==> src/rtl/param_readback_tx_pkg.sv <==
// Shared constants, state encodings and frame layout for the parameter readback transmitter.
package param_readback_tx_pkg;

  localparam int unsigned FrameLen          = 17;
  localparam logic [7:0]  HeaderDefault     = 8'hA5;
  localparam int unsigned ClksPerBitDefault = 104;

  // Frame-level FSM
  typedef logic [1:0] frame_state_e;
  localparam frame_state_e FrIdle = 2'd0;
  localparam frame_state_e FrLoad = 2'd1;
  localparam frame_state_e FrSend = 2'd2;
  localparam frame_state_e FrDone = 2'd3;

  // Byte serializer FSM
  typedef logic [1:0] tx_state_e;
  localparam tx_state_e TxIdle  = 2'd0;
  localparam tx_state_e TxStart = 2'd1;
  localparam tx_state_e TxData  = 2'd2;
  localparam tx_state_e TxStop  = 2'd3;

  typedef struct packed {
    logic [31:0] per;
    logic [15:0] p1wid;
    logic [15:0] del;
    logic [15:0] p2wid;
    logic [15:0] nut_d;
    logic [7:0]  nut_w;
    logic [6:0]  pr_att;
    logic        cp;
    logic        bl;
  } params_t;

  // Byte at position idx of a frame; multi-byte fields go out MSB byte first.
  function automatic logic [7:0] frame_byte(input params_t    p,
                                            input logic [4:0] idx,
                                            input logic [7:0] hdr,
                                            input logic [7:0] chk);
    logic [7:0] b;
    b = chk;
    case (idx)
      5'd0:    b = hdr;
      5'd1:    b = p.per[31:24];
      5'd2:    b = p.per[23:16];
      5'd3:    b = p.per[15:8];
      5'd4:    b = p.per[7:0];
      5'd5:    b = p.p1wid[15:8];
      5'd6:    b = p.p1wid[7:0];
      5'd7:    b = p.del[15:8];
      5'd8:    b = p.del[7:0];
      5'd9:    b = p.p2wid[15:8];
      5'd10:   b = p.p2wid[7:0];
      5'd11:   b = p.nut_d[15:8];
      5'd12:   b = p.nut_d[7:0];
      5'd13:   b = p.nut_w;
      5'd14:   b = {1'b0, p.pr_att};
      5'd15:   b = {6'b0, p.bl, p.cp};
      default: b = chk;
    endcase
    return b;
  endfunction

endpackage

==> src/rtl/uart_tx_byte.sv <==
// 8N1 byte serializer, LSB first. ready is also high in the last stop-bit cycle so a
// pending byte follows with no idle gap.
module uart_tx_byte
  import param_readback_tx_pkg::*;
#(
  parameter int unsigned CLKS_PER_BIT = ClksPerBitDefault
) (
  input  logic       clk,
  input  logic       resetn,
  input  logic [7:0] data,
  input  logic       valid,
  output logic       ready,
  output logic       tx
);

  localparam logic [15:0] LastCnt = 16'(CLKS_PER_BIT - 1);

  tx_state_e   state_q;
  logic [15:0] clk_cnt_q;
  logic [2:0]  bit_cnt_q;
  logic [7:0]  shreg_q;
  logic        tx_q;
  logic        bit_last;

  always_comb begin
    bit_last = (clk_cnt_q == LastCnt);
    ready    = (state_q == TxIdle) || ((state_q == TxStop) && bit_last);
  end

  assign tx = tx_q;

  always_ff @(posedge clk) begin
    if (!resetn) begin
      state_q   <= TxIdle;
      clk_cnt_q <= '0;
      bit_cnt_q <= '0;
      shreg_q   <= '0;
      tx_q      <= 1'b1;
    end else begin
      case (state_q)
        TxIdle: begin
          tx_q <= 1'b1;
          if (valid) begin
            shreg_q   <= data;
            tx_q      <= 1'b0;
            clk_cnt_q <= '0;
            state_q   <= TxStart;
          end
        end
        TxStart: begin
          if (bit_last) begin
            clk_cnt_q <= '0;
            bit_cnt_q <= '0;
            tx_q      <= shreg_q[0];
            state_q   <= TxData;
          end else begin
            clk_cnt_q <= clk_cnt_q + 16'd1;
          end
        end
        TxData: begin
          if (bit_last) begin
            clk_cnt_q <= '0;
            shreg_q   <= {1'b0, shreg_q[7:1]};
            if (bit_cnt_q == 3'd7) begin
              tx_q    <= 1'b1;
              state_q <= TxStop;
            end else begin
              bit_cnt_q <= bit_cnt_q + 3'd1;
              tx_q      <= shreg_q[1];
            end
          end else begin
            clk_cnt_q <= clk_cnt_q + 16'd1;
          end
        end
        default: begin
          if (bit_last) begin
            clk_cnt_q <= '0;
            if (valid) begin
              shreg_q <= data;
              tx_q    <= 1'b0;
              state_q <= TxStart;
            end else begin
              state_q <= TxIdle;
            end
          end else begin
            clk_cnt_q <= clk_cnt_q + 16'd1;
          end
        end
      endcase
    end
  end

endmodule

==> src/rtl/param_readback_tx.sv <==
// Snapshots the pulse-programmer parameters and sends them back as a 17-byte UART frame
// with a trailing XOR checksum.
module param_readback_tx
  import param_readback_tx_pkg::*;
#(
  parameter int unsigned CLKS_PER_BIT = ClksPerBitDefault,
  parameter logic [7:0]  HEADER       = HeaderDefault
) (
  input  logic        clk,
  input  logic        resetn,
  input  logic        start,
  input  logic [31:0] per,
  input  logic [15:0] p1wid,
  input  logic [15:0] del,
  input  logic [15:0] p2wid,
  input  logic [15:0] nut_d,
  input  logic [7:0]  nut_w,
  input  logic [6:0]  pr_att,
  input  logic        cp,
  input  logic        bl,
  output logic        RS232_Tx,
  output logic        busy,
  output logic        done
);

  frame_state_e state_q;
  params_t      snap_q;
  params_t      snap_in;
  logic [4:0]   byte_idx_q;
  logic [7:0]   chk_q;
  logic         drain_q;

  logic [7:0] tx_data;
  logic       tx_valid;
  logic       tx_ready;
  logic       tx_accept;

  always_comb begin
    snap_in        = '0;
    snap_in.per    = per;
    snap_in.p1wid  = p1wid;
    snap_in.del    = del;
    snap_in.p2wid  = p2wid;
    snap_in.nut_d  = nut_d;
    snap_in.nut_w  = nut_w;
    snap_in.pr_att = pr_att;
    snap_in.cp     = cp;
    snap_in.bl     = bl;
  end

  // The header is issued straight from LOAD so the start bit leaves two cycles after start.
  always_comb begin
    tx_data   = frame_byte(snap_q, byte_idx_q, HEADER, chk_q);
    tx_valid  = (state_q == FrLoad) ||
                ((state_q == FrSend) && (byte_idx_q < 5'(FrameLen)));
    tx_accept = tx_valid && tx_ready;
    busy      = (state_q == FrSend) || (state_q == FrDone);
    done      = (state_q == FrDone);
  end

  always_ff @(posedge clk) begin
    if (!resetn) begin
      state_q    <= FrIdle;
      snap_q     <= '0;
      byte_idx_q <= '0;
      chk_q      <= '0;
      drain_q    <= 1'b0;
    end else begin
      if (tx_accept) begin
        byte_idx_q <= byte_idx_q + 5'd1;
        if ((byte_idx_q >= 5'd1) && (byte_idx_q <= 5'd15)) begin
          chk_q <= chk_q ^ tx_data;
        end
      end
      case (state_q)
        FrIdle: begin
          byte_idx_q <= '0;
          chk_q      <= '0;
          drain_q    <= 1'b0;
          if (start) begin
            state_q <= FrLoad;
          end
        end
        FrLoad: begin
          snap_q  <= snap_in;
          state_q <= FrSend;
        end
        FrSend: begin
          // ready first rises in the final stop-bit cycle; finish once the serializer is idle.
          if ((byte_idx_q == 5'(FrameLen)) && tx_ready) begin
            drain_q <= 1'b1;
          end
          if (drain_q && tx_ready) begin
            state_q <= FrDone;
          end
        end
        default: begin
          state_q <= FrIdle;
        end
      endcase
    end
  end

  uart_tx_byte #(
    .CLKS_PER_BIT (CLKS_PER_BIT)
  ) u_tx_byte (
    .clk    (clk),
    .resetn (resetn),
    .data   (tx_data),
    .valid  (tx_valid),
    .ready  (tx_ready),
    .tx     (RS232_Tx)
  );

endmodule

==> config.mk <==
export PLATFORM = sky130hd
export DESIGN_NAME = param_readback_tx
export DESIGN_NICKNAME = d
export VERILOG_FILES = /design/src/rtl/param_readback_tx_pkg.sv /design/src/rtl/uart_tx_byte.sv /design/src/rtl/param_readback_tx.sv
export SDC_FILE = /design/constraint.sdc
export NUM_CORES = 1
export LEC_CHECK = 0
export BUFFER_PORTS_ARGS = -buffer_cell sky130_fd_sc_hd__buf_2
export CORE_MARGIN = 4
export CORE_UTILIZATION = 52
export CTS_CLUSTER_DIAMETER = 150
export DETAILED_ROUTE_END_ITERATION = 10
export PLACE_DENSITY_LB_ADDON = 0.15
export SLEW_MARGIN = 10
export SYNTH_ARGS = -nofsm -noshare
export SYNTH_HDL_FRONTEND = slang
export SYNTH_HIERARCHICAL = 1
export SYNTH_SLANG_ARGS = --single-unit
==> constraint.sdc <==
create_clock -name clk -period 2.8 [get_ports clk]
set_clock_uncertainty 0.05 [all_clocks]
set_input_delay 0.56 -clock clk [delete_from_list [all_inputs] [get_ports clk]]
set_output_delay 0.56 -clock clk [all_outputs]
set_load 0.01 [all_outputs]
==> results.json <==
{
  "cp_cell_sequence": "ha_1, nor3b_2, and4_1, nand2_1, nand2_1, o21ai_0, a31oi_4, nand2_4, nand2_1, o21a_1, o21ai_0",
  "relSlewSlack": 0.210,
  "whs_ns": 0.337,
  "synthMuxAreaShare": 0.204,
  "max_freq_mhz": 392,
  "grt_max_degree": 73,
  "cpMostUsedCell": "nand2_1",
  "clock-sinks": 159,
  "cellLeakagePower_nw": 3.55,
  "die_width_um": 132,
  "syn-cell-area_um2": 8000,
  "initialDrtViolationCount": 405,
  "area_growth_pct": 17.5,
  "routabilityCongestion": 0.930,
  "synth_nets": 955,
  "comb_power_share": 0.355,
  "cp-end-kind": "register",
  "vias_per_cell": 5.70,
  "syn_inst": 822,
  "r2r_end": "chk_q[6]",
  "synth_ff_type": "dfxtp_1",
  "drt_wl_total_mm": 20.1,
  "fin_setup_tns_ns": 0,
  "finalSetupViolCount": 0,
  "ir_worst_vdd_mv": 0.559,
  "synth_edf_count": 0,
  "drc": 0,
  "synthAdderAreaFrac": 0.0266,
  "synth_area_leaders": "dfxtp_1 40%, mux2i_1 18%, nor2b_1 9.6%",
  "row_count": 45,
  "num_io_pins": 119,
  "slowest_delay_ns": 0.41,
  "setup_ws_ns": 0.252,
  "clkPwrFrac": 0.279,
  "slowest_stage": "dfxtp_1",
  "synth_cell_types": 71,
  "yosysTopAreaCellShare": 0.398,
  "ys_ff_latch": 159,
  "num_vias": 6453,
  "holdPathEnd": "snap_q[99]",
  "syn_area_per_cell_um2": 9.73,
  "min-delay-start": "per[18]",
  "grt-ovfl-total": 0,
  "intPower_w": 0.00544,
  "drive_gt1_frac": 0.226,
  "status": "complete, no violations",
  "yosysSeqAreaShare": 0.398,
  "antenna_cells": 0,
  "htree_num_levels": 4,
  "die_y_um": 132,
  "required_ns": 3.05,
  "synth-simple-area-share": 0.197,
  "die_area_um2": 17400,
  "drv_cap": 0,
  "async_reset_ff_frac": 0,
  "yosys_warnings": 6,
  "worstSetupStartpoint": "u_tx_byte/clk_cnt_q[0]",
  "synth_top_family_by_area": "multiplexers",
  "switching_power_w": 0.00290,
  "pre_cts_ws_ns": 0.208,
  "port_buffers": 118,
  "tritoncts": "done",
  "layout.nets": 1064,
  "grt_antenna_before_repair": 0,
  "ff2ff_path_depth": 11,
  "grt_pass1_vias": 6410,
  "initial_core_util": 0.528,
  "hold_viol": 0,
  "grt_pass1_wl_mm": 32.8,
  "clk_transition_reported_paths_ns": 0.07,
  "final_common_cell": "dfxtp_1",
  "timing.final.crit_share": 0.910,
  "cts-buffers-inserted": 17,
  "start_kind": "register",
  "fillCellCount": 1297,
  "clockBufferDepth": 2,
  "p_seq_frac": 0.366,
  "whs_path_depth": 3,
  "worstPathMaxFanout": 7,
  "coreArea_um2": 15100,
  "power.density_nw_per_um2": 888,
  "clockRootBuffer": "clkbuf_16",
  "ant_nets": 0,
  "dp_hpwl_mm": 14.9,
  "wl_per_cell_um": 17.8,
  "fin_crit_ns": 2.55,
  "final_max_slew_viol_count": 0,
  "synth_xor_xnor_area_share": 0.00438,
  "synth_top_area_cell": "dfxtp_1",
  "clkLatencyLatePin_ns": 0.43,
  "final_core_util": 0.620,
  "r2r_start": "u_tx_byte/clk_cnt_q[0]",
  "rsz0062_at_grt": "false",
  "hold_path.class": "in2reg",
  "dr.pass1.iters": 5,
  "cts_setup_buffers": 0,
  "p_sw_frac": 0.348,
  "crit_arrival_ns": 2.80,
  "r2r_slack_ns": 0.25,
  "final_cell_mix": "156 x dfxtp_1, 141 x mux2i_1, 123 x nor2b_1",
  "tightest_slew_ns": 1.19,
  "synth_compound_area_frac": 0.131,
  "worst-setup-path-type": "reg2reg",
  "grt.total_usage": 0.232
}
## stage by stage
stage               cell area, um2  std cells  power (W)
global placement              8800       1100    0.00591
global route                  9400       1132    0.00882
floorplan                     8000        822    0.00529
finish                        9400       1132    0.00835
detailed placement            8800       1100    0.00604
CTS                           9390       1132    0.00838
## metal layers
metal	vias to the layer above	track usage	routed length (um)
li1	3192	-	-
met1	3057	0.291	8770
met2	166	0.386	9750
met3	38	0.0576	1050
met4	0	0.0898	572
met5	-	0	0
## power by group through the flow
stage	Combinational [W]	Clock (W)	Sequential [W]
finish	0.00296	0.00232	0.00306
global route	0.00326	0.00247	0.00310
CTS	0.00296	0.00237	0.00305
detailed placement	0.00295	0	0.00309
global placement	0.00284	0	0.00307
floorplan	0.00233	0	0.00295
## critical path, delay by kind of cell, from the launching register on
family / cells / cell delay, ns
flops: 1 / 0.41
simple gates: 6 / 1.01
fa+ha+maj: 1 / 0.25
compound gates: 4 / 0.69
## repair_timing
item,4_1_cts,5_1_grt
setup endpoints to repair,0,9
resized for setup,0,3
hold buffers,0,0
## sequential cells by signal, indices dropped and copies added (netlist names), 2 cells and up
name                 count
u_tx_byte/state_q        2
byte_idx_q               5
chk_q                    8
u_tx_byte/shreg_q        8
u_tx_byte/clk_cnt_q     16
state_q                  2
snap_q                 113
u_tx_byte/bit_cnt_q      3
## worst max-delay path by stage
stage                                end  slack, ns  cells past startpoint
finish                          chk_q[6]       0.25                     11
global placement    u_tx_byte/shreg_q[4]       0.32                      9
global route        u_tx_byte/shreg_q[5]      0.008                     11
detailed placement              chk_q[1]       0.21                     11
floorplan           u_tx_byte/shreg_q[1]       0.14                     11
CTS                             chk_q[1]       0.18                     11
## kinds of logic (layout without fill, tap and decap cells)
| group | after synthesis | after routing |
|---|---|---|
| XOR/XNOR | 4 | 4 |
| multiplexers | 157 | 157 |
| AND/OR/NAND/NOR | 266 | 266 |
| AO/OA/AOI/OAI | 148 | 148 |
| buffers and inverters | 71 | 193 |
| adder cells (fa/ha/maj) | 17 | 17 |
| flip-flops | 159 | 159 |
## area by class of cell
type	instances	area, um2	share of cell area
inverter	16	60.1	0.00639
clock buffer	18	439	0.0467
multi-input combinational	592	4520	0.481
clock inverter	14	154	0.0164
sequential	159	3190	0.339
timing repair buffer	145	806	0.0858
tap	188	235	0.0250
## synth_stat cells (15+ instances only)
library cell and number:
nor2_1 26, nand2_1 33, mux2i_1 141, inv_1 15
o21ai_0 17, a21oi_1 35, dfxtp_1 159, clkbuf_1 25
nand3_1 23, buf_2 17, nor2b_1 123, ha_1 17
Note: power is estimated with default switching activity, not from simulation.
